**src/rtl/ioctl_mem_loader_if.sv**
```systemverilog
// HPS download stream and memory write port bundled for the loader.
// The slave modport is the loader's view; the master modport is the HPS/memory side.
interface ioctl_mem_loader_if #(
    parameter int unsigned AW = 16
);
    logic          ioctl_download;
    logic [7:0]    ioctl_index;
    logic          ioctl_wr;
    logic [26:0]   ioctl_addr;
    logic [7:0]    ioctl_dout;
    logic          ioctl_wait;
    logic [AW-1:0] mem_addr;
    logic [7:0]    mem_din;
    logic          mem_we;
    logic          mem_ack;

    modport master (
        output ioctl_download, ioctl_index, ioctl_wr, ioctl_addr, ioctl_dout, mem_ack,
        input  ioctl_wait, mem_addr, mem_din, mem_we
    );

    modport slave (
        input  ioctl_download, ioctl_index, ioctl_wr, ioctl_addr, ioctl_dout, mem_ack,
        output ioctl_wait, mem_addr, mem_din, mem_we
    );
endinterface

```
**src/rtl/ioctl_mem_loader.sv**
```systemverilog
// Loads the HPS download stream into core memory through a small FIFO and a req/ack writer,
// relocating each download by menu index and reporting length, overflow and completion.
module ioctl_mem_loader #(
    parameter int unsigned   AW         = 16,
    parameter int unsigned   FIFO_DEPTH = 4,
    parameter logic [7:0]    ROM_INDEX  = 8'h00,
    parameter logic [7:0]    CART_INDEX = 8'h01,
    parameter logic [AW-1:0] ROM_BASE   = 16'h8000,
    parameter int unsigned   ROM_SIZE   = 32'h4000,
    parameter logic [AW-1:0] CART_BASE  = 16'hC000,
    parameter int unsigned   CART_SIZE  = 32'h4000
) (
    input  logic              clk_sys,
    input  logic              reset,
    ioctl_mem_loader_if.slave bus,
    output logic              load_busy,
    output logic              load_done,
    output logic [AW:0]       load_len,
    output logic              load_overflow,
    output logic              cart_loaded
);
    localparam int unsigned PW = $clog2(FIFO_DEPTH);
    localparam int unsigned CW = PW + 1;
    localparam int unsigned EW = AW + 8;

    typedef enum logic [1:0] {S_IDLE, S_ACTIVE, S_DRAIN, S_DONE} state_t;
    typedef enum logic {W_IDLE, W_REQ} wstate_t;

    state_t        state_q, state_d;
    wstate_t       wstate_q, wstate_d;
    logic          dl_q;
    logic [7:0]    idx_q, idx_d;
    logic [AW:0]   len_q, len_d;
    logic          ovf_q, ovf_d;
    logic          cart_q, cart_d;
    logic          wait_q, wait_d;
    logic [PW-1:0] wr_ptr_q, wr_ptr_d, rd_ptr_q, rd_ptr_d;
    logic [CW-1:0] count_q, count_d;
    logic [EW-1:0] fifo_q [FIFO_DEPTH];

    logic          rise, fall, known, in_win, full, wr_acc, push, pop, mem_we;
    logic [AW-1:0] base;
    logic [AW:0]   addr_len;
    logic [EW-1:0] push_entry, head;

    assign rise = bus.ioctl_download & ~dl_q;
    assign fall = ~bus.ioctl_download & dl_q;

    always_comb begin
        known  = 1'b0;
        base   = '0;
        in_win = 1'b0;
        if (idx_q == ROM_INDEX) begin
            known  = 1'b1;
            base   = ROM_BASE;
            in_win = 32'(bus.ioctl_addr) < ROM_SIZE;
        end else if (idx_q == CART_INDEX) begin
            known  = 1'b1;
            base   = CART_BASE;
            in_win = 32'(bus.ioctl_addr) < CART_SIZE;
        end
    end

    assign full       = (count_q == CW'(FIFO_DEPTH));
    assign wr_acc     = (state_q == S_ACTIVE) && bus.ioctl_wr;
    assign push       = wr_acc && known && in_win && !full;
    assign pop        = (wstate_q == W_REQ) && bus.mem_ack;
    assign addr_len   = (AW+1)'(bus.ioctl_addr[AW-1:0]) + (AW+1)'(1);
    assign push_entry = {base + bus.ioctl_addr[AW-1:0], bus.ioctl_dout};

    always_comb begin
        state_d = state_q;
        idx_d   = idx_q;
        len_d   = len_q;
        ovf_d   = ovf_q;
        cart_d  = cart_q;
        case (state_q)
            S_IDLE:   if (rise) state_d = S_ACTIVE;
            S_ACTIVE: if (fall) state_d = S_DRAIN;
            S_DRAIN: begin
                if (rise) state_d = S_ACTIVE;
                else if (count_q == '0 && wstate_q == W_IDLE) state_d = S_DONE;
            end
            S_DONE: begin
                if (idx_q == CART_INDEX) cart_d = 1'b1;
                state_d = rise ? S_ACTIVE : S_IDLE;
            end
            default: state_d = S_IDLE;
        endcase
        // Entry to ACTIVE never coincides with an accepted byte, so the clears cannot collide.
        if (state_d == S_ACTIVE && state_q != S_ACTIVE) begin
            idx_d = bus.ioctl_index;
            len_d = '0;
            ovf_d = 1'b0;
        end
        if (wr_acc) begin
            if (push) begin
                if (addr_len > len_q) len_d = addr_len;
            end else begin
                ovf_d = 1'b1;
            end
        end
    end

    always_comb begin
        wstate_d = wstate_q;
        case (wstate_q)
            W_IDLE:  if (count_q != '0) wstate_d = W_REQ;
            W_REQ:   if (bus.mem_ack) wstate_d = W_IDLE;
            default: wstate_d = W_IDLE;
        endcase
        wr_ptr_d = push ? wr_ptr_q + PW'(1) : wr_ptr_q;
        rd_ptr_d = pop ? rd_ptr_q + PW'(1) : rd_ptr_q;
        count_d  = count_q + CW'(push) - CW'(pop);
        wait_d   = (count_d >= CW'(FIFO_DEPTH - 1));
    end

    always_ff @(posedge clk_sys or posedge reset) begin
        if (reset) begin
            state_q  <= S_IDLE;
            wstate_q <= W_IDLE;
            dl_q     <= 1'b0;
            idx_q    <= '0;
            len_q    <= '0;
            ovf_q    <= 1'b0;
            cart_q   <= 1'b0;
            wait_q   <= 1'b0;
            wr_ptr_q <= '0;
            rd_ptr_q <= '0;
            count_q  <= '0;
        end else begin
            state_q  <= state_d;
            wstate_q <= wstate_d;
            dl_q     <= bus.ioctl_download;
            idx_q    <= idx_d;
            len_q    <= len_d;
            ovf_q    <= ovf_d;
            cart_q   <= cart_d;
            wait_q   <= wait_d;
            wr_ptr_q <= wr_ptr_d;
            rd_ptr_q <= rd_ptr_d;
            count_q  <= count_d;
        end
    end

    always_ff @(posedge clk_sys) begin
        if (push) fifo_q[wr_ptr_q] <= push_entry;
    end

    // Storage is not reset, so the write port is forced to zero whenever no request is open.
    assign head           = fifo_q[rd_ptr_q];
    assign mem_we         = (wstate_q == W_REQ);
    assign bus.mem_we     = mem_we;
    assign bus.mem_addr   = mem_we ? head[EW-1:8] : '0;
    assign bus.mem_din    = mem_we ? head[7:0] : '0;
    assign bus.ioctl_wait = wait_q;

    assign load_busy     = (state_q == S_ACTIVE) || (state_q == S_DRAIN);
    assign load_done     = (state_q == S_DONE);
    assign load_len      = len_q;
    assign load_overflow = ovf_q;
    assign cart_loaded   = cart_q;
endmodule

```
**src/flat_wrapper.sv**
```systemverilog
// flat-port wrapper written by rule: the top's interface ports become plain ports
module ioctl_mem_loader_flat 
#(
    parameter int unsigned   AW         = 16,
    parameter int unsigned   FIFO_DEPTH = 4,
    parameter logic [7:0]    ROM_INDEX  = 8'h00,
    parameter logic [7:0]    CART_INDEX = 8'h01,
    parameter logic [AW-1:0] ROM_BASE   = 16'h8000,
    parameter int unsigned   ROM_SIZE   = 32'h4000,
    parameter logic [AW-1:0] CART_BASE  = 16'hC000,
    parameter int unsigned   CART_SIZE  = 32'h4000
)
  (clk_sys, reset, load_busy, load_done, load_len, load_overflow, cart_loaded, bus_ioctl_download, bus_ioctl_index, bus_ioctl_wr, bus_ioctl_addr, bus_ioctl_dout, bus_mem_ack, bus_ioctl_wait, bus_mem_addr, bus_mem_din, bus_mem_we);
  ioctl_mem_loader_if #(.AW(AW)) bus_i ();
  input  logic clk_sys;
  input  logic reset;
  output logic load_busy;
  output logic load_done;
  output logic [AW:0] load_len;
  output logic load_overflow;
  output logic cart_loaded;
  input wire logic [$bits(bus_i.ioctl_download)-1:0] bus_ioctl_download;
  input wire logic [$bits(bus_i.ioctl_index)-1:0] bus_ioctl_index;
  input wire logic [$bits(bus_i.ioctl_wr)-1:0] bus_ioctl_wr;
  input wire logic [$bits(bus_i.ioctl_addr)-1:0] bus_ioctl_addr;
  input wire logic [$bits(bus_i.ioctl_dout)-1:0] bus_ioctl_dout;
  input wire logic [$bits(bus_i.mem_ack)-1:0] bus_mem_ack;
  output wire logic [$bits(bus_i.ioctl_wait)-1:0] bus_ioctl_wait;
  output wire logic [$bits(bus_i.mem_addr)-1:0] bus_mem_addr;
  output wire logic [$bits(bus_i.mem_din)-1:0] bus_mem_din;
  output wire logic [$bits(bus_i.mem_we)-1:0] bus_mem_we;
  assign bus_i.ioctl_download = bus_ioctl_download;
  assign bus_i.ioctl_index = bus_ioctl_index;
  assign bus_i.ioctl_wr = bus_ioctl_wr;
  assign bus_i.ioctl_addr = bus_ioctl_addr;
  assign bus_i.ioctl_dout = bus_ioctl_dout;
  assign bus_i.mem_ack = bus_mem_ack;
  assign bus_ioctl_wait = bus_i.ioctl_wait;
  assign bus_mem_addr = bus_i.mem_addr;
  assign bus_mem_din = bus_i.mem_din;
  assign bus_mem_we = bus_i.mem_we;
  ioctl_mem_loader #(.AW(AW), .FIFO_DEPTH(FIFO_DEPTH), .ROM_INDEX(ROM_INDEX), .CART_INDEX(CART_INDEX), .ROM_BASE(ROM_BASE), .ROM_SIZE(ROM_SIZE), .CART_BASE(CART_BASE), .CART_SIZE(CART_SIZE)) u_core (.clk_sys(clk_sys), .reset(reset), .bus(bus_i), .load_busy(load_busy), .load_done(load_done), .load_len(load_len), .load_overflow(load_overflow), .cart_loaded(cart_loaded));
endmodule
```
**config.mk**
```make
export PLATFORM = sky130hd
export DESIGN_NAME = ioctl_mem_loader_flat
export DESIGN_NICKNAME = d
export VERILOG_FILES = /design/src/rtl/ioctl_mem_loader_if.sv /design/src/rtl/ioctl_mem_loader.sv /design/src/flat_wrapper.sv
export SDC_FILE = /design/constraint.sdc
export NUM_CORES = 1
export LEC_CHECK = 0
export CAP_MARGIN = 20
export CORE_ASPECT_RATIO = 0.9
export CORE_MARGIN = 2
export CORE_UTILIZATION = 54
export CTS_CLUSTER_DIAMETER = 50
export DETAILED_ROUTE_END_ITERATION = 16
export HOLD_SLACK_MARGIN = 0.08
export PLACE_DENSITY = 0.8
export SLEW_MARGIN = 10
export SYNTH_ARGS = -nofsm -noshare
export SYNTH_HDL_FRONTEND = slang
export SYNTH_SLANG_ARGS = --single-unit
```
**constraint.sdc**
```tcl
create_clock -name clk_sys -period 2.75 [get_ports clk_sys]
set_input_delay 0.4125 -clock clk_sys [delete_from_list [all_inputs] [get_ports clk_sys]]
set_output_delay 0.4125 -clock clk_sys [all_outputs]
set_load 0.1 [all_outputs]
```
==> impl_metrics.ini, run 1 <==
[timing]
whs_ns = 0.277
grt_setup_unrepaired = yes
setup_tns_ns = 0
relSlewSlack_pct = 54.5
setup_violations = 0
drv_slew = 0
fmax_mhz = 366
worst_slew_pin_slew_ns = 0.674
finClkSkew_ns = 0.0232
min_period_ns = 2.73
post-route-period-util_pct = 99.4
hold_viol_final = 0

[routing]
m1WireLength_um = 6310
dr.pass1.iters = 4
drc_errors = 0
wl_per_cell_um = 19.4
drt.antenna.violating_nets = 0
vias = 4114
routed_wl_um = 14500
viasPerCell = 5.49
drt-initial-drc-count = 259
top_layer_used = met4
wl_met2_um = 7140
dr_wl_met3_um = 795

[worst_setup_path]
path_max_fanout = 8
slowest_delay_ns = 0.44
critPathTopFamily = simple AND/OR/NAND/NOR gates
timing.critical_path.buf_inv = 5
critPathSlowestCell = o41a_1
r2r.worst_path.cells = 8
critPathLaunchType = primary input
crit_type = in -> reg
r2r_slack_ns = 0.29
rr_endpoint = u_core.bus.ioctl_wait
crit_arrival_ns = 3.03
end_kind = flop
cp.required_ns = 3.05
r2r-start = u_core.state_q[1]
worstPathCellList = buf_6 > nand4_1 > buf_6 > nor3_4 > and3_1 > xnor2_1 > inv_1 > ha_1 > nand4_1 > nor2_1 > a22o_1 > o41a_1 > buf_12 > buf_12 > mux2i_1

[floorplan]
fp.dieH_um = 106
row_count = 37
boundaryPins = 95
die_w_um = 117
core_area_um2 = 11400
start_util_pct = 55.0
dieArea_um2 = 12500

[clock_network]
cts_hold_buf = 0
clk_path_buf_depth = 2
clk_latency_ns = 0.43
cts_tree = built
clk_pin_slew_ns = 0.05
cts_made_buffers = 17
clockRootBuffer = clkbuf_16
cts_sinks = 135
htree_levels = 4

[logic_synthesis]
synth-seq-area-share_pct = 61.7
synth.avg_cell_area_um2 = 15.0
synth.distinct_cells = 45
synth_edf_count = 96
async_reset_ff_share_pct = 28.9
syn_inst = 416
syn-cell-area_um2 = 6260
synth_top_cell_by_area = edfxtp_1
synth_area_leaders = edfxtp_1 46%, dfrtp_1 16%, mux4_2 8.6%
synthFlopType = edfxtp_1
yosys.cell_count.top_type = edfxtp_1
ys.warnings.count = 0
synth_common_cells = 96 x edfxtp_1, 43 x inv_1, 39 x dfrtp_1
synth_fp_nets = 494
yosysTopAreaCellShare_pct = 46.1
ys_ff_latch = 135

[final_layout]
num-nets-final = 659
antenna_cells = 0
syn_to_final_growth_pct = 41.6
fin_cells = 750
drive_above_1_share_pct = 35.2

[pwr]
ir_worst_vdd_mv = 0.729
p_leak_nw = 3.54
finalPower_mw = 8.61
p_per_area_nw_per_um2 = 971

[grt]
grt_max_degree = 40
antenna_found_initial = 0
grt.overflow.total = 0
grt_first_pass_wirelength_um = 22500
grt_pass1_vias = 4317
grtUsageTotal_pct = 24.1

[flow_run]
drv_cap = 0

[hold_path]
hold_end = u_core.fifo_q[0][16]
hold_class = in -> reg
min_from = bus_ioctl_addr[8]
holdPathStages = 1

[placement]
placedCellCount = 702
place.port_buffers = 94
hpwl_um = 9310
gp_congestion = 0.831

[run_status]
outcome = complete, no violations
==> how the worst max path moves through the flow <==
stage / start / endpoint / slack, ns / cells after the start
floorplan: bus_ioctl_addr[5] / u_core.load_len[11] / -0.02 / 13
global placement: bus_ioctl_addr[0] / u_core.load_len[12] / -0.71 / 15
detailed placement: bus_ioctl_addr[0] / u_core.load_len[6] / -0.87 / 13
CTS: bus_ioctl_addr[13] / u_core.load_len[13] / 0.006 / 13
global route: bus_ioctl_addr[3] / u_core.load_len[14] / -0.13 / 16
finish: bus_ioctl_addr[3] / u_core.load_len[10] / 0.02 / 15
==> area by class of cell <==
type,count,area (um2)
clock buffer,18,429
timing repair buffer,160,1730
sequential,135,3860
clock inverter,14,158
inverter,43,161
multi-input combinational,224,2330
tap,156,195
fill,680,2520
==> worst register-to-register path, delay by kind of cell, from the launching register on <==
| family | cells | cell delay (ns) |
|---|---|---|
| AOI/OAI and AO/OA | 1 | 0.20 |
| adders and majority gates | 3 | 0.87 |
| buffers and inverters | 1 | 0.10 |
| DFF | 1 | 0.42 |
| and+or+nand+nor | 3 | 0.75 |
==> through the flow <==
stage / setup slack, ns / utilization [%] / cell area, um2
2_1_floorplan: -0.0193 / - / 6310
4_1_cts: 0.00596 / 76.9 / 8750
3_3_place_gp: -0.710 / 70.2 / 8000
6_report: 0.0176 / 77.8 / 8860
3_5_place_dp: -0.868 / 70.2 / 8000
5_1_grt: -0.131 / 77.8 / 8860
==> cells in the final DEF (no fill, tap or decap), types with 6 or more instances in the layout <==
cell             synthesis  routed
xor2_1                   8       6
mux2i_1                 15      15
nand2_1                 13      11
dfrtp_1                 39      39
inv_1                   43      43
a21oi_1                  6       6
clkdlybuf4s50_1          0      32
nor2_1                   7       7
edfxtp_1                96      96
ha_1                    29      26
and3_1                   8       6
mux2_4                   7       7
clkbuf_16                0      17
buf_4                    0      80
xnor2_1                 13      11
buf_12                   0      33
o21ai_0                 18      18
and2_1                  30      30
buf_6                    3       7
mux4_2                  24      24
==> timing repair <==
item                                    CTS  global route
endpoints found under the setup margin   17            17
pin swaps                                16            17
setup buffers                            12             5
resized for setup                        56            33
==> report_power, final <==
part	switching, mW	leakage (nW)	internal, mW
sequential	0.114	1.35	2.32
clock	0.838	0.283	1.41
combinational	2.39	1.91	1.53
==> metal layers <==
metal | vias up | track usage (%)
li1 | 1859 | -
met1 | 2089 | 31.1
met2 | 143 | 39.6
met3 | 23 | 6.55
met4 | 0 | 8.86
met5 | - | 0
==> sequential cells by signal, summed over array words and instances (netlist names) <==
name and flops:
u_core.bus.ioctl_wait 1, u_core.bus.mem_we 1, u_core.cart_loaded 1, u_core.count_q 3, u_core.dl_q 1, u_core.fifo_q 96
u_core.idx_q 8, u_core.load_len 17, u_core.load_overflow 1, u_core.rd_ptr_q 2, u_core.state_q 2, u_core.wr_ptr_q 2
==> kinds of logic (layout without fill, tap and decap cells) <==
| family | Yosys count | count (layout) | share of synthesized area, % |
|---|---|---|---|
| buf+inv | 57 | 235 | 3.84 |
| compound gates | 39 | 39 | 4.22 |
| flops | 135 | 135 | 61.7 |
| mux | 47 | 47 | 12.9 |
| simple gates | 87 | 87 | 8.34 |
| xor+xnor | 21 | 21 | 2.94 |
| fa+ha+maj | 30 | 30 | 6.12 |
(Power assumes the default switching activity.)
==> inputs of run 2 (changes only) <==
- CORE_ASPECT_RATIO: 0.9 -> 2
==> impl_metrics.ini, run 2 (same netlist as run 1, synthesis figures left out) <==
[run_status]
outcome = complete, but fails checks
failed_checks = negative setup slack

[floorplan]
boundaryPins = 95
dieArea_um2 = 12500
fp.dieH_um = 156
die_w_um = 80.1
core_area_um2 = 11300
start_util_pct = 55.5
row_count = 55

[grt]
grt_max_degree = 40
antenna_found_initial = 0
grt_first_pass_wirelength_um = 22700
grt.overflow.total = 0
grtUsageTotal_pct = 24.5
grt_pass1_vias = 4509

[worst_setup_path]
cp.required_ns = 3.07
path_max_fanout = 7
end_kind = flop
critPathLaunchType = primary input
crit_type = in -> reg
crit_arrival_ns = 3.29

[clock_network]
htree_levels = 4
clockRootBuffer = clkbuf_16
cts_sinks = 135
clk_latency_ns = 0.42
clk_path_buf_depth = 2
cts_tree = built
cts_made_buffers = 17
clk_pin_slew_ns = 0.06

[routing]
viasPerCell = 5.60
routed_wl_um = 14700
drc_errors = 0
drt.antenna.violating_nets = 0
dr.pass1.iters = 7
drt-initial-drc-count = 226
wl_per_cell_um = 19.9
vias = 4141

[timing]
min_period_ns = 2.97
setup_violations = 17
timing.final.ws_setup_ns = -0.220
grt_setup_unrepaired = yes
relSlewSlack_pct = 58.5
finClkSkew_ns = 0.00594
whs_ns = 0.309
worst_slew_pin_slew_ns = 0.614
hold_viol_final = 0
fmax_mhz = 337
post-route-period-util_pct = 108
drv_slew = 0

[final_layout]
regArea_um2 = 3860
final_common_cell = edfxtp_1
syn_to_final_growth_pct = 42.3
num-nets-final = 664
multi_input_area_um2 = 2380
layout_common_cells = 96 x edfxtp_1, 85 x buf_4, 41 x inv_1
largest_reg_flops = 96
fillCellCount = 576
fin_cells = 740
drive_above_1_share_pct = 37.8
regMostFlops = u_core.fifo_q
antenna_cells = 0
fin_util_pct = 78.9

[placement]
place.port_buffers = 94
gp_congestion = 0.864
hpwl_um = 9680
placedCellCount = 693

[pwr]
p_leak_nw = 3.57
finalPower_mw = 8.71
p_per_area_nw_per_um2 = 977
ir_worst_vdd_mv = 0.867

[hold_path]
hold_class = in -> reg

[flow_run]
drv_cap = 0
[run 2: changes by cell type in the layout (fill, tap and decap cells not counted), moves of 3 or more]
cell	before	now
clkbuf_2	3	6
buf_12	33	29
buf_6	7	10
buf_4	80	85
[run 2: metal layers]
layer	GRT usage, %	vias up	wire [um]	share of wire [%]
met5	0	-	0	0
met4	12.5	0	635	4.3
met3	6.06	47	637	4.3
met2	43.8	148	8240	56
met1	25.9	2075	5200	35
li1	-	1871	-	-
[run 2: critical path, stage by stage]
cell	delay, ns
buf_6	0.08
nand4_1	0.11
buf_6	0.16
nor3_4	0.19
buf_6	0.14
buf_4	0.10
xnor2_1	0.20
inv_1	0.10
ha_1	0.30
nand4_1	0.14
buf_4	0.17
nor4_4	0.27
a21boi_2	0.20
o41a_1	0.26
buf_6	0.19
mux2i_1	0.24
[run 2: timing repair]
action | CTS | global route
pin swaps | 15 | 16
setup endpoints to repair | 17 | 17
resized for setup | 58 | 38
setup buffers | 7 | 9
hold buffers | 0 | 0
cloned | 1 | 0
[run 2: layout make-up]
type / count / area share (%)
clock inverter: 13 / 2.02
sequential: 135 / 43.3
inverter: 43 / 1.81
multi-input combinational: 224 / 26.7
tap: 142 / 1.99
clock buffer: 18 / 4.82
timing repair buffer: 165 / 19.3
[run 2: worst paths after layout]
| kind | from | endpoint | slack (ns) | depth (start not counted) |
|---|---|---|---|---|
| setup / recovery | bus_ioctl_addr[6] | u_core.load_len[9] | -0.22 | 16 |
| hold / removal | bus_ioctl_addr[1] | u_core.fifo_q[2][9] | 0.31 | 2 |
| min in group asynchronous | reset | u_core.dl_q | 0.41 | 3 |
| setup reg to reg | u_core.state_q[1] | u_core.bus.ioctl_wait | 0.22 | 8 |
| hold reg to reg | u_core.cart_loaded | u_core.cart_loaded | 0.48 | 1 |
| max in group asynchronous | reset | u_core.rd_ptr_q[0] | 1.96 | 3 |
[run 2: where the power goes]
group,internal (mW),switching (mW),total (mW),leakage [nW]
clock network,1.51,0.829,2.34,0.294
logic,1.54,2.37,3.91,1.92
registers,2.33,0.134,2.46,1.35
[run 2: per-stage QoR]
stage / worst slack [ns] / instance area [um2] / setup TNS [ns]
floorplan: -0.0193 / 6310 / -0.153
finish: -0.220 / 8910 / -2.55
global placement: -0.685 / 8010 / -11.23
CTS: 0.00295 / 8770 / 0
global route: -0.279 / 8910 / -3.44
detailed placement: -0.833 / 8010 / -13.46
